$ cat src/rtl/gmii_pkg.sv
// Shared constants and types for the GMII receive/transmit FCS blocks.
package gmii_pkg;

  localparam logic [7:0]  PREAMBLE_BYTE = 8'h55;
  localparam logic [7:0]  SFD_BYTE      = 8'hD5;

  localparam logic [31:0] CRC32_POLY_R  = 32'hEDB88320;
  localparam logic [31:0] CRC32_INIT    = 32'hFFFFFFFF;
  // Register value left after running payload plus its own FCS through the CRC.
  localparam logic [31:0] CRC32_RESIDUE = 32'hDEBB20E3;

  typedef enum logic [1:0] {
    S_DROP,
    S_IDLE,
    S_PRE,
    S_BODY
  } rx_state_t;

endpackage

$ cat src/rtl/crc32_byte_step.sv
// One byte of reflected CRC-32 (LSB first), fully unrolled and combinational.
// Meant to be reused by the TX FCS appender as well.
module crc32_byte_step
  import gmii_pkg::*;
(
  input  logic [31:0] crc_in,
  input  logic [7:0]  data,
  output logic [31:0] crc_out
);

  // Eight shift/xor steps, one per data bit
  always_comb begin
    logic [31:0] c;
    c = crc_in ^ {24'h0, data};
    for (int i = 0; i < 8; i++) begin
      c = c[0] ? ((c >> 1) ^ CRC32_POLY_R) : (c >> 1);
    end
    crc_out = c;
  end

endmodule

$ cat src/rtl/gmii_rx_fcs_check.sv
// GMII receive FCS checker: strips preamble/SFD/FCS, forwards payload bytes and
// raises a one-cycle status pulse per frame.
// Optional frame statistics counters are enabled with GMII_FCS_CHK_STATS_EN.
module gmii_rx_fcs_check
  import gmii_pkg::*;
#(
  parameter int unsigned MIN_BODY = 4
) (
  input  logic        clk,
  input  logic        rst,
  input  logic        gmii_dv_in,
  input  logic        gmii_er_in,
  input  logic [7:0]  gmii_data_in,
  output logic        out_dv,
  output logic [7:0]  out_data,
  output logic        out_sof,
  output logic        frame_done,
  output logic        crc_ok,
  output logic        frame_err
`ifdef GMII_FCS_CHK_STATS_EN
  ,
  output logic [31:0] good_cnt,
  output logic [31:0] bad_cnt,
  output logic [31:0] runt_cnt
`endif
);

  localparam logic [3:0] MIN_BODY_C = 4'(MIN_BODY);

  logic            dv_r;
  logic            er_r;
  logic [7:0]      data_r;
  rx_state_t       state;
  logic [31:0]     crc;
  logic [31:0]     crc_next;
  logic [3:0]      count;
  logic            err;
  logic [3:0][7:0] dly;
  logic            eof;
  logic            eof_runt;
  logic            eof_good;

  crc32_byte_step u_crc_step (
    .crc_in  (crc),
    .data    (data_r),
    .crc_out (crc_next)
  );

  assign eof      = (state == S_BODY) && !dv_r;
  assign eof_runt = count < MIN_BODY_C;
  assign eof_good = (crc == CRC32_RESIDUE) && !eof_runt && !err;

  // Input capture; left free-running so a frame in flight across reset stays visible
  always_ff @(posedge clk) begin
    dv_r   <= gmii_dv_in;
    er_r   <= gmii_er_in;
    data_r <= gmii_data_in;
  end

  // Frame FSM with delay-line datapath and registered outputs
  always_ff @(posedge clk) begin
    if (rst) begin
      state      <= S_DROP;
      crc        <= CRC32_INIT;
      count      <= 4'd0;
      err        <= 1'b0;
      dly        <= '0;
      out_dv     <= 1'b0;
      out_sof    <= 1'b0;
      out_data   <= 8'h00;
      frame_done <= 1'b0;
      crc_ok     <= 1'b0;
      frame_err  <= 1'b0;
    end else begin
      out_dv     <= 1'b0;
      out_sof    <= 1'b0;
      frame_done <= 1'b0;
      unique case (state)
        S_DROP: begin
          if (!dv_r) state <= S_IDLE;
        end
        // IDLE treats the first dv byte exactly like a preamble byte
        S_IDLE, S_PRE: begin
          if (!dv_r) begin
            state <= S_IDLE;
          end else if (data_r == PREAMBLE_BYTE) begin
            state <= S_PRE;
          end else if (data_r == SFD_BYTE) begin
            state <= S_BODY;
            crc   <= CRC32_INIT;
            count <= 4'd0;
            err   <= 1'b0;
          end else begin
            state <= S_DROP;
          end
        end
        S_BODY: begin
          if (dv_r) begin
            crc <= crc_next;
            dly <= {dly[2:0], data_r};
            if (count != 4'd15) count <= count + 4'd1;
            if (er_r) err <= 1'b1;
            // Line full: oldest byte is known not to be part of the FCS
            if (count >= 4'd4) begin
              out_dv   <= 1'b1;
              out_data <= dly[3];
              out_sof  <= (count == 4'd4);
            end
          end else begin
            state      <= S_IDLE;
            frame_done <= 1'b1;
            crc_ok     <= eof_good;
            frame_err  <= err | eof_runt;
          end
        end
        default: state <= S_DROP;
      endcase
    end
  end

`ifdef GMII_FCS_CHK_STATS_EN
  // Statistics, updated together with the frame_done pulse
  always_ff @(posedge clk) begin
    if (rst) begin
      good_cnt <= 32'd0;
      bad_cnt  <= 32'd0;
      runt_cnt <= 32'd0;
    end else if (eof) begin
      if (eof_good) good_cnt <= good_cnt + 32'd1;
      else          bad_cnt  <= bad_cnt + 32'd1;
      if (eof_runt) runt_cnt <= runt_cnt + 32'd1;
    end
  end
`endif

endmodule

$ cat config.mk
export PLATFORM = sky130hd
export DESIGN_NAME = gmii_rx_fcs_check
export DESIGN_NICKNAME = d
export VERILOG_FILES = /design/src/rtl/gmii_pkg.sv /design/src/rtl/crc32_byte_step.sv /design/src/rtl/gmii_rx_fcs_check.sv
export SDC_FILE = /design/constraint.sdc
export NUM_CORES = 1
export LEC_CHECK = 0
export CAP_MARGIN = 10
export CORE_UTILIZATION = 30
export DETAILED_ROUTE_END_ITERATION = 12
export GPL_TIMING_DRIVEN = 0
export SYNTH_ARGS = -nofsm -noshare
export SYNTH_HDL_FRONTEND = slang
export SYNTH_SLANG_ARGS = --single-unit
$ cat constraint.sdc
create_clock -name clk -period 2.2 [get_ports clk]
set_input_delay 0.33 -clock clk [delete_from_list [all_inputs] [get_ports clk]]
set_output_delay 0.33 -clock clk [all_outputs]
set_load 0.005 [all_outputs]
==> flow_summary_export.csv <==
group,metric,value,unit
layout,layout_common_cells,"91 x dfxtp_1, 86 x nand2_1, 55 x a21oi_1",
die,io_pins,25,
synth,synthCells,447,
clocking,insertion_delay,0.35,ns
layout,final_common_cell,"dfxtp_1",
sta,setup_ws,0.0715,ns
critical_path,cp_slowest_cell,"xnor3_1",
place,dpl.hpwl,6960,um
power,p_clk_share,42.8,%
critical_path,end_kind,"flop",
power,power_switching_share,23.2,%
power,powerDensity,709,nW/um^2
power,p_switching,0.000849,W
sta,tightest_slew,0.610,ns
clocking,cts_made_buffers,9,
clocking,clockBufferDepth,2,
power,p_leak,1.92,nW
critical_path,path_buf_inv,0,
sta,max_freq,470,MHz
synth,synth_nets,462,
worst_hold_path,hp-start,"gmii_data_in[7]",
critical_path,rr_worst_depth,5,
route,firstDrtPassIters,4,
route,drt-total-wl,9630,um
synth,synthFlopType,"dfxtp_1",
sta,final_max_slew_viol_count,0,
place,io_buffers,24,
critical_path,critPathRequiredTime,2.44,ns
synth,async_reset_ff_share,0,%
sta,hold_viol,0,
sta,whs,0.416,ns
global_route,grt_pass1_vias,3060,
route,vias,3184,
critical_path,max_stage_delay,0.52,ns
die,dieWidth,121,um
worst_hold_path,holdPathEnd,"data_r[7]",
route,drt_iter0_markers,177,
layout,diodes,0,
sta,skew,0.00562,ns
critical_path,r2r-start,"crc[1]",
die,fp.coreArea,13500,um^2
clocking,htree_levels,3,
global_route,grt_pass1_wl,15900,um
synth,ys_warn_count,0,
power,ir_worst_vdd,0.358,mV
power,p_int,0.00281,W
critical_path,worstPathCellList,"xnor2_4 > xnor2_4 > xnor3_1 > or4_1 > o311a_1",
die,die_area,14500,um^2
global_route,grt_start_max_net_pins,17,
synth,synth_edf_count,0,
critical_path,crit_path_max_fanout,5,
sta,period_share,96.8,%
layout,nets,500,
global_route,grtUsageTotal,14.4,%
run,maxCapViolCount,0,
place,dpl_cell_area,4680,um^2
sta,slew_headroom,59.1,%
layout,fin_area,5150,um^2
global_route,antenna_found_initial,0,
clocking,numClockSinks,94,
power,seqPwrFrac,47.4,%
synth,avgSynthCellArea,9.44,um^2
worst_hold_path,holdCritPathClass,"in -> reg",
clocking,cts_tree,"yes",
clocking,clkSlewWorstSetupHoldPaths,0.07,ns
power,power,0.00366,W
synth,ys_seq_area_share,44.6,%
route,via_per_inst,4.78,
die,placementRows,42,
critical_path,crit_family,"XOR/XNOR gates",
sta,rsz0062_at_grt,"no",
die,die-height,121,um
global_route,grt_overflow,0,
synth,syn-cell-area,4220,um^2
critical_path,cp-start-kind,"flop",
clocking,clockRootBuffer,"clkbuf_16",
critical_path,rrSetupSlack,0.07,ns
worst_hold_path,hold_path_depth,1,
sta,setup_viol,0,
layout,fin_cells,666,
layout,drive_above_1_share,9.59,%
route,drc_errors,0,
critical_path,criticalPathCategory,"reg -> reg",
power,pwr-share-comb,9.9,%
layout,syn_to_final_growth,22.2,%
die,initial_utilization,31.4,%
place,dpl.cell_count,647,
synth,yosysUniqueCellTypes,44,
critical_path,crit_top_cell,"xnor2_4",
run_status,outcome,"finished, final reports clean",
route,ant_nets,0,
route,routedWlPerCell,14.5,um
sta,final.min_clock_period,2.13,ns
critical_path,worst_ep_arrival_time,2.37,ns
critical_path,rr_endpoint,"crc[19]",
place,place_congestion,0.850,
place,dp_slack,-0.308,ns
synth,synth-seq-cells,94,
[worst register-to-register path: cells and delay by family (launching register included)]
kind | cells | cell delay (ns)
xor gates and xnor gates | 3 | 0.96
and+or+nand+nor | 1 | 0.49
DFF | 1 | 0.43
AOI/OAI and AO/OA | 1 | 0.14
[metal layers]
| metal | track usage [%] | up-vias | part of all wire [%] |
|---|---|---|---|
| met1 | 20.3 | 1485 | 49 |
| met3 | 3.49 | 13 | 6.4 |
| li1 | - | 1613 | - |
| met4 | 7.02 | 0 | 2.1 |
| met5 | 0 | - | 0 |
| met2 | 20.5 | 73 | 43 |
[cell usage after synthesis, drive strengths merged, types with 4 or more instances]
library cell / number / area, um^2
xor2: 11 / 96.3
a211o: 10 / 87.6
dfxtp: 94 / 1880
and3: 7 / 43.8
nand2b: 13 / 81.3
o22ai: 11 / 68.8
nor3: 4 / 20.0
clkbuf: 27 / 101
a21oi: 55 / 275
xnor2: 41 / 423
o21bai: 10 / 75.1
nand4: 4 / 25.0
nand2: 86 / 323
xnor3: 10 / 225
xor3: 4 / 95.1
nor2: 19 / 71.3
[state kept, by name, summed over array words and instances, names as in the netlist, 2 cells and up]
name / flops
dly: 32
crc: 32
count: 4
out_data: 8
data_r: 8
state: 2
[cells by family (layout without fill, tap and decap cells)]
kind of cell | Yosys count | count (layout) | share of synthesized area [%]
fa+ha+maj | 3 | 3 | 0.890
mux | 2 | 2 | 0.504
xor+xnor | 66 | 66 | 19.9
simple gates | 157 | 157 | 17.7
compound gates | 96 | 96 | 13.8
buf+inv | 29 | 72 | 2.58
flops | 94 | 94 | 44.6
[how the worst max path moves through the flow]
| stage | endpoint | cells past startpoint | start | slack [ns] |
|---|---|---|---|---|
| 2_1_floorplan | crc[19] | 5 | crc[6] | 0.12 |
| 3_3_place_gp | count[2] | 7 | data_r[6] | -0.28 |
| 5_1_grt | crc[19] | 5 | crc[1] | 0.008 |
| 3_5_place_dp | count[2] | 7 | data_r[6] | -0.31 |
| 6_report | crc[19] | 5 | crc[1] | 0.07 |
| 4_1_cts | crc[19] | 5 | data_r[1] | 0.01 |
[stage by stage]
stage | setup TNS, ns | utilization, %
2_1_floorplan | 0 | -
3_3_place_gp | -4.36 | 34.8
3_5_place_dp | -4.39 | 34.8
4_1_cts | 0 | 38.0
5_1_grt | 0 | 38.3
6_report | 0 | 38.3
[final cells by class]
class	instances	area, um^2
sequential	94	1890
inverter	2	7.51
clock inverter	6	70.1
timing repair buffer	28	270
buffer	26	105
clock buffer	10	229
tap	176	220
multi-input combinational	324	2370
fill	1379	8300
[timing repair]
item / 4_1_cts / 5_1_grt
pin swaps: 4 / 0
setup endpoints to repair: 26 / 65
buffers inserted: 4 / 0
gates cloned: 0 / 0
resized for setup: 16 / 13
hold buffers: 0 / 0
[power groups by stage]
stage | Sequential, W | Combinational (W) | Clock (W)
after CTS | 0.00173 | 0.000357 | 0.00159
final | 0.00173 | 0.000361 | 0.00156
after global routing | 0.00173 | 0.000387 | 0.00166
after global placement | 0.00176 | 0.000331 | 0
after floorplan | 0.00176 | 0.000260 | 0
after detailed placement | 0.00176 | 0.000335 | 0
Power figures use the tool's default switching activity.
